## src/rtl/wdt_pkg.sv

```systemverilog
// Shared types for the windowed watchdog: FSM state encoding
// and the count-direction constants.
package wdt_pkg;

    typedef enum logic [1:0] {
        IDLE    = 2'd0,
        RUN     = 2'd1,
        WARN    = 2'd2,
        EXPIRED = 2'd3
    } wdt_state_e;

    localparam logic UP   = 1'b1;
    localparam logic DOWN = 1'b0;

endpackage

```

## src/rtl/windowed_watchdog_if.sv

```systemverilog
// Control/status bundle between a watchdog client (master)
// and the watchdog (slave).
interface windowed_watchdog_if #(
    parameter int CNT_WIDTH = 8,
    parameter int PRE_WIDTH = 4
);
    logic                 en;
    logic                 up_dn;
    logic                 service;
    logic                 clr;
    logic [PRE_WIDTH-1:0] prescale;
    logic [CNT_WIDTH-1:0] timeout_val;
    logic [CNT_WIDTH-1:0] warn_val;
    logic [CNT_WIDTH-1:0] window_val;
    logic [CNT_WIDTH-1:0] count;
    logic                 warn;
    logic                 timeout;
    logic                 early_fault;

    modport master (
        output en, up_dn, service, clr, prescale,
        output timeout_val, warn_val, window_val,
        input  count, warn, timeout, early_fault
    );

    modport slave (
        input  en, up_dn, service, clr, prescale,
        input  timeout_val, warn_val, window_val,
        output count, warn, timeout, early_fault
    );
endinterface

```

## src/rtl/wdt_prescaler.sv

```systemverilog
// Tick generator: one tick every prescale+1 clocks while run
// is high; clear restarts the period.
module wdt_prescaler #(
    parameter int PRE_WIDTH = 4
) (
    input  logic                 clk,
    input  logic                 rst,
    input  logic                 run,
    input  logic                 clear,
    input  logic [PRE_WIDTH-1:0] prescale,
    output logic                 tick
);
    logic [PRE_WIDTH-1:0] r_pre;

    assign tick = run && (r_pre == prescale);

    always_ff @(posedge clk or posedge rst) begin
        if (rst) begin
            r_pre <= '0;
        end else if (clear) begin
            r_pre <= '0;
        end else if (run) begin
            r_pre <= tick ? '0 : r_pre + PRE_WIDTH'(1);
        end
    end
endmodule

```

## src/rtl/windowed_watchdog.sv

```systemverilog
// Windowed watchdog timer with warning stage and sticky expiry.
// Define WDT_WINDOW_EN to fault on services before window_val.
module windowed_watchdog
    import wdt_pkg::*;
#(
    parameter int CNT_WIDTH = 8,
    parameter int PRE_WIDTH = 4
) (
    input logic                 clk,
    input logic                 rst,
    windowed_watchdog_if.slave  bus
);
    localparam logic [CNT_WIDTH:0] ONE_W = (CNT_WIDTH+1)'(1);

    wdt_state_e           r_state;
    wdt_state_e           w_state_nxt;
    logic [CNT_WIDTH-1:0] r_count;
    logic [CNT_WIDTH-1:0] w_count_nxt;
    logic                 r_dir;
    logic                 w_dir_nxt;
    logic                 r_warn;
    logic                 r_timeout;
    logic                 w_warn_nxt;
    logic                 w_timeout_nxt;

    logic                 w_run;
    logic                 w_tick;
    logic                 w_reload;
    logic                 w_adv;
    logic                 w_term;
    logic                 w_early_svc;
    logic [CNT_WIDTH-1:0] w_elapsed;
    logic [CNT_WIDTH:0]   w_el_p1;
    logic [CNT_WIDTH:0]   w_el_nxt;
    logic [CNT_WIDTH-1:0] w_terminal;

    assign w_run      = (r_state == RUN) || (r_state == WARN);
    assign w_elapsed  = (r_dir == UP) ? r_count
                                      : bus.timeout_val - r_count;
    assign w_el_p1    = {1'b0, w_elapsed} + ONE_W;
    assign w_el_nxt   = w_tick ? w_el_p1 : {1'b0, w_elapsed};
    // Terminal when the pending tick lands on (or past) timeout_val.
    assign w_term     = w_el_p1 >= {1'b0, bus.timeout_val};
    assign w_terminal = (r_dir == UP) ? bus.timeout_val : '0;

    wdt_prescaler #(
        .PRE_WIDTH (PRE_WIDTH)
    ) u_prescaler (
        .clk      (clk),
        .rst      (rst),
        .run      (w_run),
        .clear    (w_reload),
        .prescale (bus.prescale),
        .tick     (w_tick)
    );

    always_ff @(posedge clk or posedge rst) begin
        if (rst) begin
            r_state <= IDLE;
            r_count <= '0;
            r_dir   <= UP;
        end else begin
            r_state <= w_state_nxt;
            r_count <= w_count_nxt;
            r_dir   <= w_dir_nxt;
        end
    end

    always_comb begin
        w_state_nxt = r_state;
        w_reload    = 1'b0;
        w_adv       = 1'b0;
        unique case (r_state)
            IDLE: begin
                if (bus.en) begin
                    w_state_nxt = RUN;
                    w_reload    = 1'b1;
                end
            end
            RUN, WARN: begin
                if (!bus.en) begin
                    w_state_nxt = IDLE;
                end else if (w_early_svc) begin
                    w_state_nxt = EXPIRED;
                end else if (bus.service) begin
                    w_state_nxt = RUN;
                    w_reload    = 1'b1;
                end else begin
                    w_adv = w_tick;
                    if (w_tick && w_term) begin
                        w_state_nxt = EXPIRED;
                    end else if (r_state == RUN &&
                                 w_el_nxt >= {1'b0, bus.warn_val}) begin
                        w_state_nxt = WARN;
                    end
                end
            end
            EXPIRED: begin
                if (bus.clr) begin
                    w_state_nxt = IDLE;
                end
            end
            default: w_state_nxt = IDLE;
        endcase
    end

    always_comb begin
        w_count_nxt = r_count;
        w_dir_nxt   = r_dir;
        if (w_reload) begin
            w_dir_nxt   = bus.up_dn;
            w_count_nxt = (bus.up_dn == UP) ? '0 : bus.timeout_val;
        end else if (w_adv) begin
            if (w_term) begin
                w_count_nxt = w_terminal;
            end else if (r_dir == UP) begin
                w_count_nxt = r_count + CNT_WIDTH'(1);
            end else begin
                w_count_nxt = r_count - CNT_WIDTH'(1);
            end
        end
    end

    always_comb begin
        w_warn_nxt    = (w_state_nxt == WARN);
        w_timeout_nxt = (w_state_nxt == EXPIRED);
    end

    always_ff @(posedge clk or posedge rst) begin
        if (rst) begin
            r_warn    <= 1'b0;
            r_timeout <= 1'b0;
        end else begin
            r_warn    <= w_warn_nxt;
            r_timeout <= w_timeout_nxt;
        end
    end

    assign bus.count   = r_count;
    assign bus.warn    = r_warn;
    assign bus.timeout = r_timeout;

`ifdef WDT_WINDOW_EN
    logic r_early;
    logic w_early_nxt;

    assign w_early_svc = w_run && bus.service &&
                         (w_elapsed < bus.window_val);
    // Only clr (or reset) leaves EXPIRED, so the flag follows it.
    assign w_early_nxt = (w_state_nxt == EXPIRED) &&
                         (r_early || (bus.en && w_early_svc));

    always_ff @(posedge clk or posedge rst) begin
        if (rst) begin
            r_early <= 1'b0;
        end else begin
            r_early <= w_early_nxt;
        end
    end

    assign bus.early_fault = r_early;
`else
    assign w_early_svc     = 1'b0;
    assign bus.early_fault = 1'b0;
`endif
endmodule

```

## src/flat_wrapper.sv

```systemverilog
// flat-port wrapper written by rule: the top's interface ports become plain ports
module windowed_watchdog_flat import wdt_pkg::*;
#(
    parameter int CNT_WIDTH = 8,
    parameter int PRE_WIDTH = 4
)
  (clk, rst, bus_en, bus_up_dn, bus_service, bus_clr, bus_prescale, bus_timeout_val, bus_warn_val, bus_window_val, bus_count, bus_warn, bus_timeout, bus_early_fault);
  windowed_watchdog_if #(.CNT_WIDTH(CNT_WIDTH), .PRE_WIDTH(PRE_WIDTH)) bus_i ();
  input logic clk;
  input logic rst;
  input wire logic [$bits(bus_i.en)-1:0] bus_en;
  input wire logic [$bits(bus_i.up_dn)-1:0] bus_up_dn;
  input wire logic [$bits(bus_i.service)-1:0] bus_service;
  input wire logic [$bits(bus_i.clr)-1:0] bus_clr;
  input wire logic [$bits(bus_i.prescale)-1:0] bus_prescale;
  input wire logic [$bits(bus_i.timeout_val)-1:0] bus_timeout_val;
  input wire logic [$bits(bus_i.warn_val)-1:0] bus_warn_val;
  input wire logic [$bits(bus_i.window_val)-1:0] bus_window_val;
  output wire logic [$bits(bus_i.count)-1:0] bus_count;
  output wire logic [$bits(bus_i.warn)-1:0] bus_warn;
  output wire logic [$bits(bus_i.timeout)-1:0] bus_timeout;
  output wire logic [$bits(bus_i.early_fault)-1:0] bus_early_fault;
  assign bus_i.en = bus_en;
  assign bus_i.up_dn = bus_up_dn;
  assign bus_i.service = bus_service;
  assign bus_i.clr = bus_clr;
  assign bus_i.prescale = bus_prescale;
  assign bus_i.timeout_val = bus_timeout_val;
  assign bus_i.warn_val = bus_warn_val;
  assign bus_i.window_val = bus_window_val;
  assign bus_count = bus_i.count;
  assign bus_warn = bus_i.warn;
  assign bus_timeout = bus_i.timeout;
  assign bus_early_fault = bus_i.early_fault;
  windowed_watchdog #(.CNT_WIDTH(CNT_WIDTH), .PRE_WIDTH(PRE_WIDTH)) u_core (.clk(clk), .rst(rst), .bus(bus_i));
endmodule
```

## config.mk

```make
export PLATFORM = sky130hd
export DESIGN_NAME = windowed_watchdog_flat
export DESIGN_NICKNAME = d
export VERILOG_FILES = /design/src/rtl/wdt_pkg.sv /design/src/rtl/windowed_watchdog_if.sv /design/src/rtl/wdt_prescaler.sv /design/src/rtl/windowed_watchdog.sv /design/src/flat_wrapper.sv
export SDC_FILE = /design/constraint.sdc
export NUM_CORES = 1
export LEC_CHECK = 0
export ABC_CLOCK_PERIOD_IN_PS = 4540
export BUFFER_PORTS_ARGS = -buffer_cell sky130_fd_sc_hd__buf_2
export CAP_MARGIN = 20
export CORE_ASPECT_RATIO = 1.1
export CORE_MARGIN = 1.5
export CORE_UTILIZATION = 57
export CTS_CLUSTER_SIZE = 12
export DETAILED_ROUTE_END_ITERATION = 12
export PLACE_DENSITY_LB_ADDON = 0.25
export SKIP_LAST_GASP = 1
export SYNTH_ARGS = -nofsm -noshare
export SYNTH_HDL_FRONTEND = slang
export SYNTH_SLANG_ARGS = --single-unit
```

## constraint.sdc

```tcl
create_clock -name clk -period 4.54 [get_ports clk]
set_input_delay 0 -clock clk [delete_from_list [all_inputs] [get_ports clk]]
set_output_delay 0 -clock clk [all_outputs]
set_load 0.02 [all_outputs]
```

==> metrics.txt, run 1 <==
# TYPE chip_impl_metric gauge
chip_impl_metric{name="yosys_warnings",unit=""} 0
chip_impl_metric{name="grt_first_pass_wirelength",unit="um"} 10330
chip_impl_metric{name="min_period_over_period",unit=""} 0.9267
chip_impl_info{name="setup_repair_after_global_routing_missed_its_margin",value="false"} 1
chip_impl_metric{name="instances_no_fill",unit=""} 410
chip_impl_metric{name="die_x",unit="um"} 66.51
chip_impl_metric{name="asr_flop_ratio_synth",unit=""} 1.000
chip_impl_metric{name="nets",unit=""} 428
chip_impl_metric{name="dr.pass1.iters",unit=""} 4
chip_impl_metric{name="cts_made_buffers",unit=""} 3
chip_impl_metric{name="multi_input_comb_area",unit="um^2"} 1933
chip_impl_metric{name="peakVddDrop",unit="mV"} 0.5332
chip_impl_metric{name="postSynthRegisterBits",unit=""} 17
chip_impl_metric{name="arrival",unit="ns"} 4.38
chip_impl_metric{name="post_drt_via_cell_ratio",unit=""} 6.012
chip_impl_info{name="tritoncts",value="done"} 1
chip_impl_metric{name="detailed_route_via_count",unit=""} 2465
chip_impl_metric{name="max_slew_headroom",unit=""} 0.5419
chip_impl_metric{name="crit_path_max_fanout",unit=""} 7
chip_impl_info{name="status",value="finished clean"} 1
chip_impl_metric{name="std_cell_rows",unit=""} 25
chip_impl_metric{name="antenna_found_initial",unit=""} 0
chip_impl_info{name="critical-path-slowest-cell",value="fa_1"} 1
chip_impl_metric{name="p_per_area",unit="nW/um^2"} 856.3
chip_impl_metric{name="routedWlPerCell",unit="um"} 15.24
chip_impl_metric{name="dpl-instance-area",unit="um^2"} 2801
chip_impl_metric{name="largest_buffer_count_on_any_clock_path",unit=""} 2
chip_impl_info{name="hold_class",value="in2reg"} 1
chip_impl_metric{name="finalMaxSlewViolations",unit=""} 0
chip_impl_metric{name="regArea",unit="um^2"} 426.7
chip_impl_metric{name="die_area",unit="um^2"} 4845
chip_impl_metric{name="layout_cells_sized_above_1",unit=""} 0.1798
chip_impl_metric{name="placed_cells_incl_taps",unit=""} 405
chip_impl_info{name="yosys-top-cells-count",value="ha_1 (35), inv_1 (30), nor2_1 (28), nand2_1 (23), a21oi_1 (18)"} 1
chip_impl_metric{name="timing_worst_slew_pin_value",unit="ns"} 0.6864
chip_impl_metric{name="grt_max_degree",unit=""} 25
chip_impl_metric{name="netlist.area_leader.share",unit=""} 0.1732
chip_impl_info{name="synth_area_leaders",value="ha_1 (17%), dfrtp_1 (16%), xnor2_1 (5.2%), inv_1 (4.5%), nor2_1 (4.2%)"} 1
chip_impl_metric{name="crit_required",unit="ns"} 4.71
chip_impl_info{name="critPathTopFamily",value="compound AO/OA/AOI/OAI gates"} 1
chip_impl_info{name="synth.largest_area_cell",value="ha_1"} 1
chip_impl_metric{name="detail_route.iter0.violations",unit=""} 126
chip_impl_info{name="worstPathCellList",value="ha_1 > inv_1 > fa_1 > a211oi_1 > nor2_1 > o31ai_4 > nand3_1 > xor2_1 > ha_1 > a21o_1 > a21o_1 > a21oi_1 > o31ai_1 > a221oi_2 > or2_1 > o21ai_0 > a31oi_1"} 1
chip_impl_metric{name="final_core_utilization",unit=""} 0.6666
chip_impl_info{name="worst_setup_path_end_kind",value="register"} 1
chip_impl_metric{name="starting_density_of_the_core",unit=""} 0.5901
chip_impl_metric{name="layout.cell_area.non_filler",unit="um^2"} 2856
chip_impl_info{name="crit_type",value="reg2reg"} 1
chip_impl_metric{name="chipHeight",unit="um"} 72.86
chip_impl_metric{name="worstPathBufferInverterCount",unit=""} 1
chip_impl_metric{name="fill_count",unit=""} 392
chip_impl_metric{name="pin_count",unit=""} 45
chip_impl_metric{name="layout_skew",unit="ns"} 0.003725
chip_impl_info{name="synthMostInstantiatedCell",value="ha_1"} 1
chip_impl_metric{name="first_global_vias",unit=""} 2246
chip_impl_info{name="crit_path_start_kind",value="register"} 1
chip_impl_metric{name="cts_repair_resize_count",unit=""} 0
chip_impl_metric{name="cap_violations",unit=""} 0
chip_impl_metric{name="fin_crit",unit="ns"} 4.207
chip_impl_metric{name="clk_transition_reported_paths",unit="ns"} 0.07
chip_impl_metric{name="avgSynthCellArea",unit="um^2"} 8.002
chip_impl_metric{name="ant_nets",unit=""} 0
chip_impl_metric{name="detailedPlacementHpwl",unit="um"} 4926
chip_impl_metric{name="synth_sequential_area_ratio",unit=""} 0.1687
chip_impl_metric{name="timing_hold_violations_final",unit=""} 0
chip_impl_info{name="synthFlopType",value="dfrtp_1"} 1
chip_impl_metric{name="total_overflow_reported_by_the_global_router",unit=""} 0
chip_impl_metric{name="report.final.setup_viol",unit=""} 0
chip_impl_metric{name="netlist-cell-type-count",unit=""} 64
chip_impl_metric{name="timing.setup.tns",unit="ns"} 0
chip_impl_metric{name="global_route.usage.total",unit=""} 0.2719
chip_impl_metric{name="clock_h_tree_levels",unit=""} 1
chip_impl_metric{name="post-route-drc-count",unit=""} 0
chip_impl_metric{name="synthToLayoutAreaGrowth",unit="%"} 12.96
chip_impl_metric{name="io_buffer_count",unit=""} 35
chip_impl_metric{name="cts_num_sinks",unit=""} 17
chip_impl_metric{name="insertedDiodeCount",unit=""} 0
chip_impl_info{name="clk_root_buffer_cell",value="clkbuf_8"} 1
chip_impl_metric{name="achievable-frequency",unit="MHz"} 237.7
chip_impl_metric{name="gpl.final_weighted_congestion",unit=""} 0.9053
chip_impl_metric{name="detail_route.wirelength",unit="um"} 6250
chip_impl_metric{name="syn_inst",unit=""} 316
chip_impl_metric{name="power.static_leakage",unit="uW"} 0.001356
chip_impl_metric{name="netlist_area",unit="um^2"} 2529
chip_impl_metric{name="number_of_synthesized_flops_with_an_enable_pin",unit=""} 0
chip_impl_metric{name="syn_nets",unit=""} 387
chip_impl_metric{name="critical_path.max_stage_delay",unit="ns"} 0.43
chip_impl_metric{name="placeableCoreArea",unit="um^2"} 4285
chip_impl_metric{name="clk_latency",unit="ns"} 0.25
## per-layer routing
metal	track usage	wire length (um)	up-vias	share of wire
li1	-	-	1234	-
met1	0.3710	2812	1153	0.45
met2	0.4722	3029	74	0.48
met3	0.03395	368	4	0.059
met4	0.03401	39	0	0.0062
met5	0	0	-	0
## logic make-up (layout without fill, tap and decap cells)
family	Yosys count	count (layout)	share of synthesized area
adder cells (fa/ha/maj)	37	37	0.1890
multiplexers	4	4	0.01781
buffers and inverters	42	82	0.06679
AND/OR/NAND/NOR	99	99	0.2029
AO/OA/AOI/OAI	91	91	0.2667
other	1	1	0.001483
XOR/XNOR	25	25	0.08659
flip-flops	17	17	0.1687
## stage by stage
| step | worst slack [ns] | hold slack, ns | power, uW |
|---|---|---|---|
| detailed placement | 0.3154 | 0.1343 | 2299 |
| CTS | 0.3105 | 0.04922 | 2433 |
| global placement | 0.4103 | 0.1401 | 2248 |
| floorplan | 0.4055 | -0.07466 | 1841 |
| finish | 0.3328 | 0.05310 | 2446 |
| global route | 0.01454 | 0.06627 | 2696 |
## flip-flops by register name, summed over array words and instances, names as in the netlist
register,count
u_core.bus.count,8
u_core.bus.timeout,1
u_core.bus.warn,1
u_core.r_dir,1
u_core.r_state,2
u_core.u_prescaler.r_pre,4
## cell usage in the layout, fill, tap and decap left out, types with 3 or more instances in the layout
cell type	count
nor2_1	28
nor3b_1	4
dfrtp_1	16
o21a_1	5
a221oi_1	4
nand2_1	23
a21oi_1	18
o211ai_1	5
buf_2	35
o21ai_0	14
mux2_2	4
inv_1	30
o31ai_1	8
xor2_1	10
nand2b_1	3
a21o_1	6
a211oi_1	4
nand4_1	5
buf_4	11
nand3_1	10
ha_1	35
a31oi_1	5
nor3_1	7
xnor2_1	15
clkbuf_8	3
## area by class of cell
type | count | area share
sequential | 17 | 0.1494
timing repair buffer | 47 | 0.09374
multi-input combinational | 257 | 0.6767
clock buffer | 4 | 0.01577
tap | 54 | 0.02365
inverter | 31 | 0.04074
## path summary, 6_finish.rpt
check / startpoint / endpoint / slack, ns / depth (start not counted)
setup / recovery: u_core.bus.count[0] / u_core.bus.count[7] / 0.33 / 17
hold / removal: bus_timeout_val[3] / u_core.bus.count[3] / 0.05 / 3
setup reg to reg: u_core.bus.count[0] / u_core.bus.count[7] / 0.33 / 17
hold reg to reg: u_core.u_prescaler.r_pre[3] / u_core.u_prescaler.r_pre[3] / 0.56 / 2
max in group asynchronous: rst / u_core.u_prescaler.r_pre[3] / 3.70 / 3
min in group asynchronous: rst / u_core.bus.warn / 0.40 / 3
## tightest hold or removal path, stage by stage
cell and delay [ns]:
buf_2 0.10, a221oi_1 0.08, nor2_1 0.08
## what timing repair did
action	in CTS	in global routing
hold endpoints to repair	16	0
hold buffers	1	0
buffers inserted	0	0
setup endpoints to repair	0	3
## report_power, final
group	leakage [uW]	switching [uW]	total, uW	internal (uW)
Combinational	0.00112	1170	2040	868
Sequential	0.000214	72.3	287	214
Clock	0.0000228	54.0	116	62.4
Total	0.00136	1300	2450	1140
(Power assumes the default switching activity.)
==> run 2: changes to the inputs <==
ABC_AREA = 1   (was default)
GPL_ROUTABILITY_DRIVEN = 0   (was default)
GPL_TIMING_DRIVEN = 0   (was default)
==> run 2 against run 1 <==
  * Via count hardly changed
  * Final area down 5.3%
  * Worst hold slack improved by 0.025 ns
  * Synthesized area fell by 4.9%
  * Clock-buffer cell count is 1 lower
  * Fmax grew 9.1%
  * Utilization increased by 1.0 points
  * Die area decreased by 4.7%
  * Worst setup slack gained 0.35 ns
  * First-iteration DRC count is 41% higher
  * Clock skew down 0.00081 ns
  * Wire length fell by 9.8%
  * Critical endpoint is now u_core.bus.timeout
  * Highest routed layer unchanged
==> metrics.txt, run 2 <==
# TYPE chip_impl_metric gauge
chip_impl_info{name="status",value="finished clean"} 1
chip_impl_metric{name="crit_required",unit="ns"} 4.73
chip_impl_metric{name="timing.reg2reg.worst_path_depth",unit=""} 26
chip_impl_metric{name="dpl-instance-area",unit="um^2"} 2645
chip_impl_metric{name="synthToLayoutAreaGrowth",unit="%"} 12.43
chip_impl_metric{name="pin_count",unit=""} 45
chip_impl_metric{name="routed-wl-met3",unit="um"} 249
chip_impl_metric{name="dr.pass1.iters",unit=""} 4
chip_impl_info{name="crit_path_start_kind",value="register"} 1
chip_impl_metric{name="post_drt_via_cell_ratio",unit=""} 5.380
chip_impl_metric{name="crit_path_max_fanout",unit=""} 7
chip_impl_metric{name="worstPathBufferInverterCount",unit=""} 1
chip_impl_info{name="yosys-top-cells-count",value="nand2_1 (89), inv_1 (67), ha_1 (35), a21oi_1 (26), nand3_1 (22)"} 1
chip_impl_metric{name="netlist.area_leader.share",unit=""} 0.1821
chip_impl_info{name="clk_root_buffer_cell",value="clkbuf_8"} 1
chip_impl_info{name="crit_type",value="reg2reg"} 1
chip_impl_info{name="tritoncts",value="done"} 1
chip_impl_metric{name="clk_latency",unit="ns"} 0.26
chip_impl_info{name="routed.top_layer",value="met4"} 1
chip_impl_metric{name="cts.repair_timing.setup_buffer_count",unit=""} 0
chip_impl_metric{name="grt_first_pass_wirelength",unit="um"} 9811
chip_impl_metric{name="number_of_synthesized_flops_with_an_enable_pin",unit=""} 0
chip_impl_metric{name="min_period_over_period",unit=""} 0.8493
chip_impl_metric{name="largest_buffer_count_on_any_clock_path",unit=""} 2
chip_impl_metric{name="io_buffer_count",unit=""} 35
chip_impl_metric{name="detail_route.wirelength",unit="um"} 5637
chip_impl_metric{name="cts_num_sinks",unit=""} 17
chip_impl_metric{name="netlist_area",unit="um^2"} 2405
chip_impl_metric{name="timing_hold_violations_final",unit=""} 0
chip_impl_metric{name="netlist-cell-type-count",unit=""} 38
chip_impl_info{name="r2r_end",value="u_core.bus.timeout"} 1
chip_impl_metric{name="routedWlPerCell",unit="um"} 12.31
chip_impl_info{name="layout_commonest_cell",value="nand2_1"} 1
chip_impl_info{name="critPathTopFamily",value="simple AND/OR/NAND/NOR gates"} 1
chip_impl_metric{name="arrival",unit="ns"} 4.05
chip_impl_metric{name="clock_h_tree_levels",unit=""} 1
chip_impl_metric{name="detail_route.iter0.violations",unit=""} 178
chip_impl_metric{name="starting_density_of_the_core",unit=""} 0.6021
chip_impl_info{name="leading_cell_types_in_the_layout_fill_and_taps_excluded",value="nand2_1 (89), inv_1 (67), buf_2 (37)"} 1
chip_impl_info{name="hold_class",value="in2reg"} 1
chip_impl_metric{name="chipHeight",unit="um"} 71.13
chip_impl_metric{name="worstHoldPathCells",unit=""} 4
chip_impl_metric{name="first_global_vias",unit=""} 2321
chip_impl_metric{name="ant_nets",unit=""} 0
chip_impl_metric{name="post-route-drc-count",unit=""} 0
chip_impl_metric{name="layout_cells_sized_above_1",unit=""} 0.1576
chip_impl_metric{name="setup_slack",unit="ns"} 0.6843
chip_impl_metric{name="finalMaxSlewViolations",unit=""} 0
chip_impl_metric{name="placeableCoreArea",unit="um^2"} 3994
chip_impl_info{name="synthMostInstantiatedCell",value="nand2_1"} 1
chip_impl_info{name="synth_area_leaders",value="ha_1 (18%), dfrtp_1 (17%), nand2_1 (14%), inv_1 (10%), a21oi_1 (5.4%)"} 1
chip_impl_metric{name="route.layer.met1.wl",unit="um"} 2454
chip_impl_metric{name="syn_inst",unit=""} 366
chip_impl_metric{name="die_area",unit="um^2"} 4618
chip_impl_metric{name="std_cell_rows",unit=""} 24
chip_impl_metric{name="max_slew_headroom",unit=""} 0.5307
chip_impl_metric{name="fin_crit",unit="ns"} 3.856
chip_impl_metric{name="report.final.setup_viol",unit=""} 0
chip_impl_metric{name="syn_nets",unit=""} 437
chip_impl_metric{name="die_x",unit="um"} 64.93
chip_impl_metric{name="postSynthRegisterBits",unit=""} 17
chip_impl_metric{name="synth_sequential_area_ratio",unit=""} 0.1774
chip_impl_metric{name="critical_path.max_stage_delay",unit="ns"} 0.52
chip_impl_metric{name="layout_skew",unit="ns"} 0.002919
chip_impl_info{name="synthFlopType",value="dfrtp_1"} 1
chip_impl_metric{name="timing.setup.tns",unit="ns"} 0
chip_impl_metric{name="largest_register_ffs",unit=""} 8
chip_impl_info{name="critical-path-slowest-cell",value="dfrtp_1"} 1
chip_impl_info{name="worstReg2RegStart",value="u_core.bus.count[0]"} 1
chip_impl_metric{name="total_overflow_reported_by_the_global_router",unit=""} 0
chip_impl_info{name="whs_endpoint",value="u_core.bus.warn"} 1
chip_impl_info{name="hp-start",value="bus_en"} 1
chip_impl_metric{name="cap_violations",unit=""} 0
chip_impl_metric{name="cts_repair_resize_count",unit=""} 0
chip_impl_metric{name="layout.cell_area.non_filler",unit="um^2"} 2704
chip_impl_metric{name="grt_max_degree",unit=""} 18
chip_impl_metric{name="insertedDiodeCount",unit=""} 0
chip_impl_metric{name="met2RoutedLength",unit="um"} 2887
chip_impl_metric{name="avgSynthCellArea",unit="um^2"} 6.571
chip_impl_metric{name="dp_slack",unit="ns"} 0.7079
chip_impl_metric{name="detailed_route_via_count",unit=""} 2464
chip_impl_metric{name="achievable-frequency",unit="MHz"} 259.4
chip_impl_info{name="worst_setup_path_end_kind",value="register"} 1
chip_impl_metric{name="antenna_found_initial",unit=""} 0
chip_impl_metric{name="global_route.usage.total",unit=""} 0.2638
chip_impl_info{name="setup_repair_after_global_routing_missed_its_margin",value="false"} 1
chip_impl_metric{name="final_core_utilization",unit=""} 0.6770
chip_impl_metric{name="clk_transition_reported_paths",unit="ns"} 0.07
chip_impl_info{name="cp_common_cell",value="nand2_1"} 1
chip_impl_metric{name="timing_worst_slew_pin_value",unit="ns"} 0.7007
chip_impl_metric{name="flop_to_flop_setup_slack",unit="ns"} 0.68
chip_impl_metric{name="asr_flop_ratio_synth",unit=""} 1.000
chip_impl_info{name="synth.largest_area_cell",value="ha_1"} 1
chip_impl_metric{name="detailedPlacementHpwl",unit="um"} 4590
chip_impl_metric{name="nets",unit=""} 478
chip_impl_metric{name="yosys_warnings",unit=""} 0
chip_impl_metric{name="cts_made_buffers",unit=""} 3
-- run 2: area by class of cell --
type / count / area, um^2
Buffer: 5 / 32.53
Clock buffer: 3 / 41.29
Clock inverter: 1 / 7.507
Fill cell: 377 / 1290
Inverter: 69 / 259.0
Multi-Input combinational cell: 275 / 1687
Sequential cell: 17 / 426.7
Tap cell: 52 / 65.06
Timing Repair Buffer: 36 / 185.2
-- run 2: how the worst max path moves through the flow --
stage,start,end,cells after the start
global placement,u_core.bus.count[0],u_core.bus.count[2],21
finish,u_core.bus.count[0],u_core.bus.timeout,26
CTS,u_core.bus.count[0],u_core.bus.timeout,26
floorplan,u_core.bus.count[0],u_core.bus.timeout,23
global route,u_core.bus.count[0],u_core.bus.timeout,26
detailed placement,u_core.bus.count[0],u_core.bus.timeout,27
-- run 2: logic make-up (layout without fill, tap and decap cells) --
group / Yosys count / in the layout / synth area share
flops: 17 / 17 / 0.1774
fa+ha+maj: 37 / 37 / 0.1988
simple gates: 149 / 149 / 0.2711
other cells: 1 / 1 / 0.001559
compound gates: 77 / 77 / 0.1899
xor+xnor: 11 / 11 / 0.04006
buf+inv: 74 / 114 / 0.1212
-- run 2: tightest hold or removal path: cells and delay by family --
kind / cells / cell delay (ns)
AO/OA/AOI/OAI: 1 / 0.06
buffers and inverters: 2 / 0.19
AND/OR/NAND/NOR: 1 / 0.05
-- run 2: per-layer routing --
layer	up-vias	track usage
li1	1279	-
met1	1130	0.3217
met2	49	0.4834
met3	6	0.04452
met4	0	0.05437
met5	-	0
-- run 2: per-stage QoR --
step / instances / hold WS (ns)
final: 458 / 0.07794
after global routing: 458 / 0.09080
after CTS: 458 / 0.07627
after detailed placement: 453 / 0.1288
after global placement: 453 / 0.1149
after floorplan: 366 / -0.07466
-- run 2: what timing repair did --
action,in CTS,in global routing
endpoints found under the hold margin,16,0
endpoints found under the setup margin,0,0
hold buffers,1,0
Power of run 2 is not shown: default switching activity piles up to over one toggle a cycle in this logic, so the estimate is an artifact.
